===== config.mk =====
export PLATFORM = sky130hd
export DESIGN_NAME = pc_sequencer
export DESIGN_NICKNAME = d
export VERILOG_FILES = /design/src/rtl/pc_seq_pkg.sv /design/src/rtl/pc_npc_pair.sv /design/src/rtl/pc_sequencer.sv
export SDC_FILE = /design/constraint.sdc
export NUM_CORES = 1
export LEC_CHECK = 0
export ABC_AREA = 0
export BUFFER_PORTS_ARGS = -buffer_cell sky130_fd_sc_hd__buf_2
export CAP_MARGIN = 0
export CORE_UTILIZATION = 33
export CTS_CLUSTER_SIZE = 25
export DETAILED_ROUTE_END_ITERATION = 7
export HOLD_SLACK_MARGIN = 0.12
export PLACE_DENSITY_LB_ADDON = 0.25
export SLEW_MARGIN = 20
export SYNTH_ARGS = -nofsm -noshare
export SYNTH_HDL_FRONTEND = slang
export SYNTH_HIERARCHICAL = 1
export SYNTH_SLANG_ARGS = --single-unit

===== constraint.sdc =====
create_clock -name clk -period 5.6 [get_ports clk]
set_input_delay 1.12 -clock clk [delete_from_list [all_inputs] [get_ports clk]]
set_output_delay 1.12 -clock clk [all_outputs]
set_load 0.01 [all_outputs]

===== src/rtl/pc_seq_pkg.sv =====
// Shared types and constants for the PC/nPC sequencer.
package pc_seq_pkg;

  typedef enum logic [1:0] {
    StBoot = 2'b00,
    StRun  = 2'b01,
    StHold = 2'b10
  } state_e;

  localparam logic [1:0] PC_SEL_SEQ  = 2'b00;
  localparam logic [1:0] PC_SEL_TA   = 2'b01;
  localparam logic [1:0] PC_SEL_ALU  = 2'b10;
  localparam logic [1:0] PC_SEL_TRAP = 2'b11;

  localparam int unsigned DEF_INSTR_BYTES = 4;

endpackage


===== src/rtl/pc_npc_pair.sv =====
// PC/nPC register pair with load enable and a 4-way nPC source mux.
module pc_npc_pair
  import pc_seq_pkg::*;
#(
  parameter int unsigned      WIDTH       = 32,
  parameter logic [WIDTH-1:0] RESET_PC    = '0,
  parameter int unsigned      INSTR_BYTES = DEF_INSTR_BYTES
) (
  input  logic             clk,
  input  logic             clr,
  input  logic             le,
  input  logic [1:0]       sel,
  input  logic [WIDTH-1:0] ta,
  input  logic [WIDTH-1:0] alu,
  input  logic [WIDTH-1:0] trap_vec,
  output logic [WIDTH-1:0] pc,
  output logic [WIDTH-1:0] npc
);

  localparam logic [WIDTH-1:0] Step      = WIDTH'(INSTR_BYTES);
  localparam logic [WIDTH-1:0] AlignMask = ~WIDTH'(3);

  logic [WIDTH-1:0] pc_q, npc_q, pc_d, npc_d, trap_al;

  always_comb begin
    trap_al = trap_vec & AlignMask;
    pc_d    = npc_q;
    npc_d   = npc_q + Step;
    case (sel)
      PC_SEL_TA:   npc_d = ta & AlignMask;
      PC_SEL_ALU:  npc_d = alu & AlignMask;
      // Traps have no delay slot: both registers jump to the vector.
      PC_SEL_TRAP: begin
        pc_d  = trap_al;
        npc_d = trap_al + Step;
      end
      default:     npc_d = npc_q + Step;
    endcase
  end

  always_ff @(posedge clk) begin
    if (!clr) begin
      pc_q  <= RESET_PC;
      npc_q <= RESET_PC + Step;
    end else if (le) begin
      pc_q  <= pc_d;
      npc_q <= npc_d;
    end
  end

  assign pc  = pc_q;
  assign npc = npc_q;

endmodule


===== src/rtl/pc_sequencer.sv =====
// SPARC fetch sequencer: picks the next-nPC source, handles delayed branches and annulment.
module pc_sequencer
  import pc_seq_pkg::*;
#(
  parameter int unsigned      WIDTH       = 32,
  parameter logic [WIDTH-1:0] RESET_PC    = '0,
  parameter int unsigned      INSTR_BYTES = DEF_INSTR_BYTES
) (
  input  logic             clk,
  input  logic             clr,
  input  logic             stall,
  input  logic             br_taken,
  input  logic             br_uncond,
  input  logic             br_annul,
  input  logic             br_valid,
  input  logic [WIDTH-1:0] ta,
  input  logic             jmpl_valid,
  input  logic [WIDTH-1:0] alu_out,
  input  logic             trap_req,
  input  logic [WIDTH-1:0] trap_vec,
  output logic [WIDTH-1:0] pc,
  output logic [WIDTH-1:0] npc,
  output logic             pc_le,
  output logic [1:0]       pc_mux_sel,
  output logic             squash,
  output logic             fetch_valid,
  output logic             misalign
);

  state_e     state_q;
  logic       pc_le_q, squash_q, fetch_valid_q, misalign_q;
  logic [1:0] sel_q;

  logic       upd, br_live, annul_d, target_mis;
  logic [1:0] sel_d;

  always_comb begin
    upd        = (state_q != StBoot) && (!stall || trap_req);
    // A branch sitting in an annulled slot is not executed.
    br_live    = br_valid && !squash_q;
    sel_d      = PC_SEL_SEQ;
    target_mis = 1'b0;
    annul_d    = 1'b0;
    if (trap_req) begin
      sel_d      = PC_SEL_TRAP;
      target_mis = |trap_vec[1:0];
    end else if (jmpl_valid) begin
      sel_d      = PC_SEL_ALU;
      target_mis = |alu_out[1:0];
    end else begin
      if (br_live && br_taken) begin
        sel_d      = PC_SEL_TA;
        target_mis = |ta[1:0];
      end
      annul_d = br_live && br_annul && (!br_taken || br_uncond);
    end
  end

  always_ff @(posedge clk) begin
    if (!clr) begin
      state_q       <= StBoot;
      pc_le_q       <= 1'b0;
      sel_q         <= PC_SEL_SEQ;
      squash_q      <= 1'b0;
      fetch_valid_q <= 1'b0;
      misalign_q    <= 1'b0;
    end else begin
      pc_le_q    <= upd;
      misalign_q <= upd && target_mis;
      if (upd) begin
        sel_q    <= sel_d;
        squash_q <= annul_d;
      end
      case (state_q)
        StBoot: begin
          state_q       <= StRun;
          fetch_valid_q <= 1'b1;
        end
        StRun, StHold: state_q <= (stall && !trap_req) ? StHold : StRun;
        default: begin
          state_q       <= StBoot;
          fetch_valid_q <= 1'b0;
        end
      endcase
    end
  end

  pc_npc_pair #(
    .WIDTH       (WIDTH),
    .RESET_PC    (RESET_PC),
    .INSTR_BYTES (INSTR_BYTES)
  ) u_pair (
    .clk      (clk),
    .clr      (clr),
    .le       (upd),
    .sel      (sel_d),
    .ta       (ta),
    .alu      (alu_out),
    .trap_vec (trap_vec),
    .pc       (pc),
    .npc      (npc)
  );

  assign pc_le       = pc_le_q;
  assign pc_mux_sel  = sel_q;
  assign squash      = squash_q;
  assign fetch_valid = fetch_valid_q;
  assign misalign    = misalign_q;

endmodule


Yosys cells after proc, flatten, opt, wreduce, memory -nomap -nowiden
Cells that the tools add are included.
- flip-flop bits (word level): 72
- input port bits: 105
- output and inout port bits: 70
- word-level logic and storage cells: 47
- add/subtract/negate cells: 2
- equality and inequality tests: 5
- muxes and demuxes: 13
- reductions and logical operators: 19
- operators with widths (operator ; count):
    32-bit one-hot mux with 3 select lines ; 1
    32-bit by 3-bit adder with 32-bit output, second input constant ; 2
    32-bit two-way mux ; 1
    2-bit OR reduction ; 4
    1-bit logical AND ; 7
    2-bit equality test, second input constant ; 3
    1-bit two-way mux ; 6
    2-bit two-way mux ; 3
    2-bit by 1-bit equality test with 1-bit output, second input constant ; 2
    1-bit logical NOT ; 4
    2-bit one-hot mux with 2 select lines ; 1
    2-bit logical NOT ; 1
    1-bit logical OR ; 2
    1-bit one-hot mux with 2 select lines ; 1
    2-bit nonzero test ; 1

Depth between registers and ports, before layout
Gate-level depths: netlist of run 1.
- word-level depth: 8
- mapped depth: 17
- mapped depth without buffers: 12

Hierarchy
The synthesis of run 1 kept the hierarchy.
- by module, submodules not included (module ; instances ; cells each ; area each (um^2) ; sequential area each (um^2)):
    pc_npc_pair ; 1 ; 521 ; 4082.7 ; 1221.2
    pc_sequencer ; 1 ; 40 ; 387.9 ; 160.2

Least setup slack after synthesis of run 1
No wires, ideal clock.
- kind: input to register
- from: input port jmpl_valid
- to: register u_pair.npc_q[24] (netlist: u_pair/npc[24])
- library setup time: 0.127 ns
- arrival: 3.912 ns
- required time: 5.473 ns
- path slack: 1.561 ns
- stages: 17
- path buffers: 5
- path through: and4bb_1 or2_1 and2_4 buf_6 buf_6 buf_2 buf_2 nand2_1 nand2_1 ha_1 nand2_1 o21ai_2 nand4b_1 buf_4 nor4_4 nor4_1 or3b_1
- cells in the longest elaborated chain, start to end: 4
- elaborated cells on any way between the ends: 6
- those cells by class: eq/ne (3); mux (3)
- RTL lines (item ; line ; source):
    start: declaration ; pc_sequencer.sv:17 ; input logic jmpl_valid,
    2-bit two-way mux * ; pc_sequencer.sv:47 ; end else if (jmpl_valid) begin
    2-bit two-way mux * ; pc_sequencer.sv:44 ; if (trap_req) begin
    net sel_d[0] ; pc_sequencer.sv:35 ; logic [1:0] sel_d;
    2-bit equality test / 2-bit by 1-bit equality test with 1-bit output (equally long branches) ; pc_npc_pair.sv:29 ; case (sel)
    32-bit one-hot mux with 3 select lines * ; pc_npc_pair.sv:29 ;
    end signal: assignment ; pc_npc_pair.sv:44 ; npc_q <= RESET_PC + Step;
    end signal: assignment ; pc_npc_pair.sv:47 ; npc_q <= npc_d;
    end: declaration ; pc_npc_pair.sv:23 ; logic [WIDTH-1:0] pc_q, npc_q, pc_d, npc_d, trap_al;
Mark *: on every way through the listed nets, which the timed path passes. The rest lies on a longest branch.
A chain may end at the register's enable or synchronous reset.

Worst setup path in the final report of run 1
- from: input port jmpl_valid
- to: register u_pair.npc_q[18] (netlist: u_pair/npc[18])
Same word-level chain as after synthesis.

==> metrics.md, run 1 <==
| Metric | Value |
|---|---|
| Outcome | `completed` |
| Fillcell total | `about 1,400` |
| Compound-gate portion of the synthesized area | `0.254` |
| Leading cell types by total area after synthesis | `sky130_fd_sc_hd__dfxtp_1, sky130_fd_sc_hd__mux2i_1, sky130_fd_sc_hd__o21ai_0` |
| Least-Margin Pin Slew | `approximately 1100 ps` |
| Post-Synthesis Cell Area | `about 4500 um2` |
| Period utilisation layout | `0.763` |
| CTS-repair resized insts | `0` |
| Top FF cell, synth | `sky130_fd_sc_hd__dfxtp_1` |
| Avg Inst Size Synth | `about 8.0 um2` |
| Horizontal die dimension | `approximately 120 um` |
| Number of iterations in the first detailed-routing pass | `5` |
| Count of buffers from port buffering | `approximately 170` |
| Post-route ant nets | `0` |
| Routed wire length | `16.2 mm` |
| Async set-or-reset flop fraction in the synthesized netlist | `0` |
| # rows | `42` |
| Clock-pin slew of the registers on the worst-case setup and hold paths | `60 ps` |
| Number of placed cells counting well taps | `about 870` |
| FF+latch count, synth | `slightly below 70` |
| Ranking of synthesized cells by instance count | `sky130_fd_sc_hd__dfxtp_1, sky130_fd_sc_hd__nand2_1, sky130_fd_sc_hd__o21ai_0` |
| Kind of launch point of the worst setup path | `primary input` |
| Classification of the worst setup path | `in -> reg` |
| Number of antenna violations at the first check in global routing | `0` |
| Setup total negative slack | `0 ps` |
| Library cell contributing the largest single delay on the critical path | `sky130_fd_sc_hd__nand4b_1` |
| Clock latency on the worst-skew pair | `between 300 and 400 ps` |
| Estimated wirelength of the detail-placed design | `11.6 mm` |
| Post-synthesis adder-cell area fraction | `0.00840` |
| Endpoint of the worst hold path | `u_pair/pc[26]` |
| Vias in the first global route | `approximately 4,600` |
| Number of buffers added for setup after CTS | `0` |
| Path type of the worst min-delay path | `reg -> reg` |
| Synth unique cells | `between 70 and 80` |
| Top Family by Delay on Critical Path | `simple AND/OR/NAND/NOR gates` |
| Number of slew-limit violations in the final report | `0` |
| Power density normalized to cell area | `278 nW/um2` |
| Setup repair after global routing missed its margin | `false` |
| Share of Yosys cell area claimed by the top area cell type | `0.309` |
| Count of unresolved DRC violations after routing | `0` |
| Footprint of the multi-input gates | `around 2800 um2` |
| Cells traversed along the worst timing path | `buf_2 -> and4bb_1 -> or2_1 -> and2_4 -> mux2_2 -> ha_1 -> nand2_1 -> o21ai_2 -> nand4b_1 -> nor3_1 -> mux2i_1 -> or3_1` |
| Clock tree from TritonCTS | `done` |
| Clock root buffer | `sky130_fd_sc_hd__clkbuf_16` |
| Count of nets after finishing | `between 800 and 900` |
| Area delta synth->final | `26.6%` |
| Largest fanout on the critical path | `23` |
| Per-cell routed wire length | `between 15 and 20 um` |
| Kind of end point of the critical path | `flop` |
| Synthesized netlist cell count | `roughly 560` |
| Multiplexer share of the synthesized area | `0.0831` |
| Max cap viols | `0` |
| Core region area | `around 13,000 um2` |
| Num CTS Buffers | `9` |
| Number of cells traversed by the worst hold path | `1` |
| Via count normalized by instance count | `5.68` |
| Final RePlAce weighted congestion | `around 0.84` |
| Die footprint | `between 10,000 and 15,000 um2` |
| Fraction of final layout cells sized beyond drive strength 1 | `0.305` |
| Register-to-register setup slack | `1850 ps` |
| Synth area leader | `sky130_fd_sc_hd__dfxtp_1` |
| Achievable frequency | `234 MHz` |
| Final setup viols | `0` |
| Worst r2r dst | `u_pair/npc[18]` |
| Pin count of the biggest net entering global routing | `slightly below 60` |
| Most common cell in the netlist | `sky130_fd_sc_hd__dfxtp_1` |
| Height of the die | `~120 um` |
| Register-to-Register Path Depth | `11` |
| Total leakage power | `between 0.002 and 0.003 uW` |
| Worst path arrival time | `4500 ps` |
| Starting utilization of the core area | `0.338` |
| Dominant combinational cell family by area after synthesis | `simple AND/OR/NAND/NOR gates` |
| Post-CTS Hold Buffers | `0` |
| Gr ovfl total | `0` |
| Largest clock skew in the final design | `between 8 and 9 ps` |
| Total via count after detailed routing | `a little over 5,000` |
| Worst hold start | `u_pair/pc[26]` |
| Number of clock sinks seen by CTS | `between 60 and 70` |
| Launching point of the worst reg2reg path | `squash` |
| Post-Synth Simple-Gate Area | `0.272` |
| Area share of xor/xnor cells in the synthesized design | `0.0137` |
| Required time at the endpoint of the critical path | `just under 6000 ps` |
| Final non-filler cell area | `around 5700 um2` |
| Delay of the slowest cell on the worst path | `~640 ps` |
| Crit path time final | `about 4300 ps` |
| Synth Warn # | `6` |
| Worst-case headroom to the max-slew limit | `0.295` |
| Post-detailed-placement cell area | `around 5400 um2` |
| Number of H-tree levels | `3` |
| Final hold vios | `0` |
| Maximum VDD drop | `about 0.14 mV` |
| Maximum buffer depth of the clock tree | `2` |
| I/O pin count | `roughly 180` |
| Post-Layout Cell Count | `~890` |
| Critical path buffers and inverters | `1` |
| Antenna cells | `0` |
| Combined flip-flop and latch cell area | `1380 um2` |
| First-pass GRT wire length | `between 20 and 30 mm` |
| Fraction of the yosys area taken by sequential cells | `0.309` |
| Violation count after the first detailed-routing iteration | `357` |
| Number of flops mapped to enable cells by yosys | `0` |
| All-layer global routing usage | `0.231` |
==> how the worst max path moves through the flow <==
stage               startpoint  depth (start not counted)        endpoint
global route        jmpl_valid                         12  u_pair/npc[18]
global placement    jmpl_valid                         12  u_pair/npc[18]
detailed placement  jmpl_valid                         12  u_pair/npc[18]
finish              jmpl_valid                         12  u_pair/npc[18]
floorplan           jmpl_valid                         17  u_pair/npc[24]
CTS                 jmpl_valid                         12  u_pair/npc[18]
==> metal layers <==
layer  share of wire  GRT usage
met2            0.46      0.371
met3           0.066     0.0425
met1            0.45      0.306
met5               0          0
met4           0.017     0.0886
==> layout by cell type, fill, tap and decap left out, types with 6 or more instances in the layout <==
cell type                     n
sky130_fd_sc_hd__nor2_1      46
sky130_fd_sc_hd__mux2i_1     29
sky130_fd_sc_hd__a31oi_1      6
sky130_fd_sc_hd__a221oi_1    21
sky130_fd_sc_hd__nor4_1      10
sky130_fd_sc_hd__a211oi_1    18
sky130_fd_sc_hd__a21oi_1     22
sky130_fd_sc_hd__a22oi_1      6
sky130_fd_sc_hd__clkbuf_16    9
sky130_fd_sc_hd__o211a_1      9
sky130_fd_sc_hd__nand2_1     54
sky130_fd_sc_hd__nand3_1     19
sky130_fd_sc_hd__o21ai_0     53
sky130_fd_sc_hd__nand4_1     23
sky130_fd_sc_hd__o21a_1       6
sky130_fd_sc_hd__dfxtp_1     69
sky130_fd_sc_hd__inv_1        7
sky130_fd_sc_hd__or3_1       11
sky130_fd_sc_hd__and3_1       8
sky130_fd_sc_hd__buf_4       10
sky130_fd_sc_hd__nor3_1      10
sky130_fd_sc_hd__buf_2      172
==> metrics by stage <==
| stage | total power [uW] | utilization | hold WS, ps | worst slack [ps] |
|---|---|---|---|---|
| 6_report | 1570 | 0.427 | 476 | 1330 |
| 3_3_place_gp | 1050 | 0.408 | 460 | 1070 |
| 5_1_grt | 1660 | 0.427 | 487 | 1070 |
| 3_5_place_dp | 1060 | 0.408 | 467 | 938 |
| 4_1_cts | 1590 | 0.427 | 482 | 1300 |
| 2_1_floorplan | 878 | - | 501 | 1560 |
==> kinds of logic (layout without fill, tap and decap cells) <==
family                   count (synthesis)  count (layout)
adder cells (fa/ha/maj)                  3               3
AND/OR/NAND/NOR                        223             223
XOR/XNOR                                 7               7
other                                    1               2
multiplexers                            35              35
flip-flops                              69              69
buffers and inverters                   55             205
AO/OA/AOI/OAI                          168             168
==> state kept, by name (all words and copies together) (netlist names) <==
name,count
u_pair/pc,31
pc_le,1
squash,1
state_q,2
misalign,1
fetch_valid,1
pc_mux_sel,2
u_pair/npc,30
==> power by group <==
group	total, uW	switching, uW	internal, uW
Combinational	448	270	178
Sequential	605	53.6	552
Clock	522	225	297
Total	1570	548	1030
==> cell type report <==
type | count | area share
Timing Repair Buffer | 182 | 0.165
Tap cell | 176 | 0.0389
Inverter | 7 | 0.00464
Sequential cell | 69 | 0.244
Clock buffer | 11 | 0.0411
Multi-Input combinational cell | 438 | 0.501
Clock inverter | 5 | 0.00486
(Power assumes the default switching activity.)
==> run 2: changes to the inputs <==
==> constraint.sdc (replaced) <==
create_clock -name clk -period 4.5 [get_ports clk]
set_input_delay 0.9 -clock clk [delete_from_list [all_inputs] [get_ports clk]]
set_output_delay 0.9 -clock clk [all_outputs]
set_load 0.01 [all_outputs]
==> metrics.md, run 2 (synthesized netlist as in run 1, its figures left out) <==
| Metric | Value |
|---|---|
| Outcome | `completed` |
| Count of nets after finishing | `817` |
| Crit path time final | `~3500 ps` |
| Per-cell routed wire length | `approximately 19 um` |
| Top Family by Delay on Critical Path | `simple AND/OR/NAND/NOR gates` |
| Count of buffers from port buffering | `around 170` |
| Horizontal die dimension | `roughly 120 um` |
| Fillcell total | `1,407` |
| Period utilisation layout | `0.787` |
| Post-CTS Hold Buffers | `0` |
| Routed wire length | `~17 mm` |
| Estimated wirelength of the detail-placed design | `around 12 mm` |
| Total via count after detailed routing | `roughly 5,100` |
| Utilization after layout | `0.433` |
| Total leakage power | `approximately 0.0025 uW` |
| Register-to-register setup slack | `~1300 ps` |
| Maximum VDD drop | `about 0.16 mV` |
| Register-to-Register Path Depth | `12` |
| Antenna cells | `0` |
| Classification of the worst setup path | `in -> reg` |
| Vias in the first global route | `4,954` |
| Capturing element of the worst setup path | `u_pair/npc[18]` |
| Max cap viols | `0` |
| Gr ovfl total | `0` |
| Height of the die | `118 um` |
| Cells traversed along the worst timing path | `buf_2 -> and4bb_1 -> or2_1 -> and2_4 -> buf_4 -> mux2i_1 -> nand2b_1 -> nor3_1 -> mux2i_1 -> or3_1` |
| Delay of the slowest cell on the worst path | `around 500 ps` |
| Number of buffers added for setup after CTS | `0` |
| Fraction of final layout cells sized beyond drive strength 1 | `0.310` |
| All-layer global routing usage | `0.239` |
| Clock root buffer | `sky130_fd_sc_hd__clkbuf_16` |
| Number of iterations in the first detailed-routing pass | `5` |
| Kind of launch point of the worst setup path | `primary input` |
| Largest clock skew in the final design | `about 9.6 ps` |
| Final RePlAce weighted congestion | `about 0.84` |
| Final hold vios | `0` |
| Number of H-tree levels | `3` |
| Kind of end point of the critical path | `flop` |
| Critical path buffers and inverters | `2` |
| Most common cell type on the critical path | `sky130_fd_sc_hd__mux2i_1` |
| Clock tree from TritonCTS | `done` |
| Final setup viols | `0` |
| Path type of the worst min-delay path | `reg -> reg` |
| Achievable frequency | `about 280 MHz` |
| # rows | `42` |
| Required time at the endpoint of the critical path | `4730 ps` |
| Number of clock sinks seen by CTS | `between 60 and 70` |
| Number of slew-limit violations in the final report | `0` |
| Leading cell types in the layout, fill and taps excluded | `sky130_fd_sc_hd__buf_2, sky130_fd_sc_hd__dfxtp_1, sky130_fd_sc_hd__nand2_1` |
| Library cell contributing the largest single delay on the critical path | `sky130_fd_sc_hd__buf_4` |
| Power density normalized to cell area | `about 370 nW/um2` |
| Maximum buffer depth of the clock tree | `2` |
| Most frequent standard cell in the layout excluding fill and tap cells | `sky130_fd_sc_hd__buf_2` |
| Number of antenna violations at the first check in global routing | `0` |
| Count of unresolved DRC violations after routing | `0` |
| Clock latency on the worst-skew pair | `between 300 and 400 ps` |
| Core region area | `between 10,000 and 15,000 um2` |
| Pin count of the biggest net entering global routing | `100` |
| Least-Margin Pin Slew | `between 900 and 1000 ps` |
| First-pass GRT wire length | `about 26 mm` |
| Largest fanout on the critical path | `39` |
| Number of cells on the critical path | `10` |
| Worst path arrival time | `approximately 3800 ps` |
| Setup repair after global routing missed its margin | `false` |
| Violation count after the first detailed-routing iteration | `about 380` |
| Launching element of the worst setup path | `jmpl_valid` |
| Largest register FFs | `31` |
| Post-route ant nets | `0` |
| Worst r2r dst | `u_pair/npc[18]` |
| Starting utilization of the core area | `0.338` |
| Die footprint | `14,000 um2` |
| CTS-repair resized insts | `0` |
| Setup total negative slack | `0 ps` |
| Combined flip-flop and latch cell area | `roughly 1400 um2` |
| Area delta synth->final | `28.4%` |
| Launching point of the worst reg2reg path | `squash` |
| I/O pin count | `approximately 180` |
| Num CTS Buffers | `9` |
| Clock-pin slew of the registers on the worst-case setup and hold paths | `~60 ps` |
| Worst-case headroom to the max-slew limit | `0.361` |
| Footprint of the multi-input gates | `2840 um2` |
| Via count normalized by instance count | `5.70` |
[run 2: worst register-to-register path, cell delays in order, from the launching register on]
cell and delay, ps:
sky130_fd_sc_hd__dfxtp_1 360, sky130_fd_sc_hd__and4bb_1 220, sky130_fd_sc_hd__or2_1 240, sky130_fd_sc_hd__and2_4 250
sky130_fd_sc_hd__mux2_2 340, sky130_fd_sc_hd__ha_1 260, sky130_fd_sc_hd__nand2_1 90, sky130_fd_sc_hd__o21ai_2 210
sky130_fd_sc_hd__nand4b_1 130, sky130_fd_sc_hd__buf_4 220, sky130_fd_sc_hd__nor3_1 280, sky130_fd_sc_hd__mux2i_1 120
sky130_fd_sc_hd__or3_1 360
[run 2: cell type report]
class                           count  share of cell area
Clock buffer                        9              0.0392
Clock inverter                      7              0.0172
Inverter                            7             0.00458
Multi-Input combinational cell    438               0.494
Sequential cell                    69               0.241
Tap cell                          176              0.0384
Timing Repair Buffer              184               0.166
[run 2: where the power goes]
group          switching [uW]  internal (uW)
combinational             339            222
sequential               68.2            686
clock                     307            488
[run 2: worst min path at each step]
stage | startpoint | to | slack [ps] | cells past startpoint
2_1_floorplan | u_pair/pc[19] | u_pair/pc[19] | 500 | 2
3_3_place_gp | u_pair/pc[31] | u_pair/pc[31] | 460 | 1
3_5_place_dp | u_pair/pc[27] | u_pair/pc[27] | 460 | 1
4_1_cts | u_pair/pc[30] | u_pair/pc[30] | 480 | 1
5_1_grt | u_pair/pc[30] | u_pair/pc[30] | 500 | 1
6_report | u_pair/pc[30] | u_pair/pc[30] | 470 | 1
[run 2: through the flow]
step	area, um2	setup WS [ps]	hold WS (ps)	total power (uW)	cells
2_1_floorplan	4470	681	501	1090	562
3_3_place_gp	5420	694	464	1320	874
3_5_place_dp	5420	605	464	1330	874
4_1_cts	5740	990	481	2120	890
5_1_grt	5740	756	503	2210	890
6_report	5740	958	475	2110	890
[run 2: per-layer routing]
layer	vias up	wire length, um	GRT usage
li1	2417	-	-
met1	2406	7430	0.309
met2	222	7700	0.388
met3	28	1050	0.0430
met4	0	441	0.108
met5	-	0	0
==> run 3: changes to the inputs <==
==> constraint.sdc (replaced) <==
create_clock -name clk -period 3.3 [get_ports clk]
set_input_delay 0.66 -clock clk [delete_from_list [all_inputs] [get_ports clk]]
set_output_delay 0.66 -clock clk [all_outputs]
set_load 0.01 [all_outputs]
==> metrics.md, run 3 (synthesized netlist as in run 1, its figures left out) <==
| Metric | Value |
|---|---|
| Number of placed cells counting well taps | `just over 900` |
| Post-route ant nets | `0` |
| Max cap viols | `0` |
| Number of slew-limit violations in the final report | `0` |
| Crit path time final | `3030 ps` |
| Antenna cells | `0` |
| First-pass GRT wire length | `around 26 mm` |
| Power density normalized to cell area | `approximately 470 nW/um2` |
| Num CTS Buffers | `9` |
| Period utilisation layout | `0.919` |
| Most frequent standard cell in the layout excluding fill and tap cells | `sky130_fd_sc_hd__buf_2` |
| Kind of end point of the critical path | `flop` |
| Total via count after detailed routing | `a little over 5,000` |
| Cells traversed along the worst timing path | `buf_2 -> and4bb_1 -> or2_1 -> and2_4 -> buf_4 -> nand2_4 -> nand2_2 -> ha_4 -> nand2_2 -> o21ai_2 -> nand4b_1 -> buf_4 -> nor4_1 -> buf_4 -> mux2i_1 -> nand2_1` |
| Final setup viols | `0` |
| Least-Margin Pin Slew | `~850 ps` |
| Number of cells on the critical path | `16` |
| Number of iterations in the first detailed-routing pass | `5` |
| Starting utilization of the core area | `0.338` |
| Fillcell total | `approximately 1,300` |
| Footprint of the multi-input gates | `~2900 um2` |
| Outcome | `completed` |
| I/O pin count | `175` |
| Leading cell types in the layout, fill and taps excluded | `sky130_fd_sc_hd__buf_2, sky130_fd_sc_hd__dfxtp_1, sky130_fd_sc_hd__o21ai_0` |
| Top Family by Delay on Critical Path | `simple AND/OR/NAND/NOR gates` |
| Launching element of the worst setup path | `jmpl_valid` |
| Per-cell routed wire length | `17.9 um` |
| Vias in the first global route | `just under 5,000` |
| Setup slack after placement | `-78.2 ps` |
| Pin count of the biggest net entering global routing | `100` |
| Clock root buffer | `sky130_fd_sc_hd__clkbuf_16` |
| Library cell contributing the largest single delay on the critical path | `sky130_fd_sc_hd__nor4_1` |
| Register-to-Register Path Depth | `15` |
| Largest clock skew in the final design | `roughly 5 ps` |
| Count of unresolved DRC violations after routing | `0` |
| Count of buffers from port buffering | `roughly 170` |
| Number of H-tree levels | `3` |
| # rows | `42` |
| Largest fanout on the critical path | `13` |
| All-layer global routing usage | `0.236` |
| Fraction of final layout cells sized beyond drive strength 1 | `0.345` |
| Clock latency on the worst-skew pair | `~340 ps` |
| Area delta synth->final | `34.5%` |
| Combined flip-flop and latch cell area | `1380 um2` |
| Estimated wirelength of the detail-placed design | `roughly 12 mm` |
| Violation count after the first detailed-routing iteration | `333` |
| Required time at the endpoint of the critical path | `between 3000 and 4000 ps` |
| Final RePlAce weighted congestion | `0.873` |
| Classification of the worst setup path | `in -> reg` |
| Count of nets after finishing | `approximately 850` |
| Number of clock sinks seen by CTS | `between 60 and 70` |
| Most common cell type on the critical path | `sky130_fd_sc_hd__buf_4` |
| Critical path buffers and inverters | `4` |
| Fin worst setup slack | `around 270 ps` |
| Achievable frequency | `between 300 and 400 MHz` |
| Launching point of the worst reg2reg path | `squash` |
| Kind of launch point of the worst setup path | `primary input` |
| Setup repair after global routing missed its margin | `false` |
| Routed wire length | `approximately 17 mm` |
| Horizontal die dimension | `118 um` |
| Register-to-register setup slack | `340 ps` |
| Clock-pin slew of the registers on the worst-case setup and hold paths | `~50 ps` |
| Maximum buffer depth of the clock tree | `2` |
| Maximum VDD drop | `0.213 mV` |
| Capturing element of the worst setup path | `u_pair/npc[30]` |
| Post-Layout Cell Count | `roughly 900` |
| Height of the die | `118 um` |
| Worst-case headroom to the max-slew limit | `0.433` |
| Post-detailed-placement cell area | `5710 um2` |
| Final non-filler cell area | `roughly 6000 um2` |
| Worst r2r dst | `u_pair/npc[30]` |
| Delay of the slowest cell on the worst path | `280 ps` |
| Number of buffers added for setup after CTS | `0` |
| Clock tree from TritonCTS | `done` |
| Via count normalized by instance count | `5.61` |
| Core region area | `between 10,000 and 15,000 um2` |
| Path type of the worst min-delay path | `reg -> reg` |
| Number of antenna violations at the first check in global routing | `0` |
| Die footprint | `14,000 um2` |
| Worst path arrival time | `about 3300 ps` |
| CTS-repair resized insts | `0` |
| Largest register FFs | `31` |
| Gr ovfl total | `0` |
| Post-CTS Hold Buffers | `0` |
| Final hold vios | `0` |
| Total leakage power | `approximately 0.0027 uW` |
run 3: changes by cell type in the layout (fill, tap and decap cells not counted), sizes merged:
cell | previous run | this run
clkinvlp | 1 | 0
bufinv | 2 | 1
buf | 184 | 218
inv | 8 | 7
clkinv | 3 | 0
clkbuf | 9 | 13
run 3: cell type report:
class | count | share of cell area
Multi-Input combinational cell | 438 | 0.476
Sequential cell | 69 | 0.230
Timing Repair Buffer | 218 | 0.203
Clock buffer | 13 | 0.0450
Tap cell | 176 | 0.0366
Clock inverter | 1 | 0.00500
Inverter | 7 | 0.00437
run 3: metal layers:
| metal | vias to the layer above | share of wire | track usage |
|---|---|---|---|
| met5 | - | 0 | 0 |
| met4 | 0 | 0.022 | 0.0965 |
| met3 | 28 | 0.065 | 0.0473 |
| met2 | 207 | 0.45 | 0.388 |
| met1 | 2459 | 0.46 | 0.302 |
| li1 | 2478 | - | - |
run 3: power breakdown:
part | switching [uW] | internal, uW | total (uW)
registers | 95.5 | 936 | 1030
clock network | 349 | 638 | 988
logic | 469 | 339 | 808
run 3: per-stage QoR:
stage          total power (uW)  hold WS, ps  setup TNS [ps]   util
2_1_floorplan              1500          501               0      -
3_3_place_gp               1840          460               0  0.431
3_5_place_dp               1850          464            -235  0.431
4_1_cts                    2850          476               0  0.454
5_1_grt                    2970          500               0  0.454
6_report                   2830          475               0  0.454
run 3: how the worst min path moves through the flow:
stage / start / endpoint / slack (ps) / cells after the start
global route: u_pair/pc[15] / u_pair/pc[15] / 500 / 2
CTS: u_pair/pc[29] / u_pair/pc[29] / 480 / 1
global placement: u_pair/pc[29] / u_pair/pc[29] / 460 / 1
detailed placement: u_pair/pc[29] / u_pair/pc[29] / 460 / 1
finish: u_pair/pc[29] / u_pair/pc[29] / 470 / 1
floorplan: u_pair/pc[19] / u_pair/pc[19] / 500 / 2
run 3: worst reg2reg max path: cells and delay by family (launching register included):
| family | cells | cell delay (ps) |
|---|---|---|
| simple gates | 9 | 1410 |
| buf+inv | 3 | 620 |
| flops | 1 | 330 |
| mux | 1 | 190 |
| fa+ha+maj | 1 | 160 |
| compound gates | 1 | 160 |
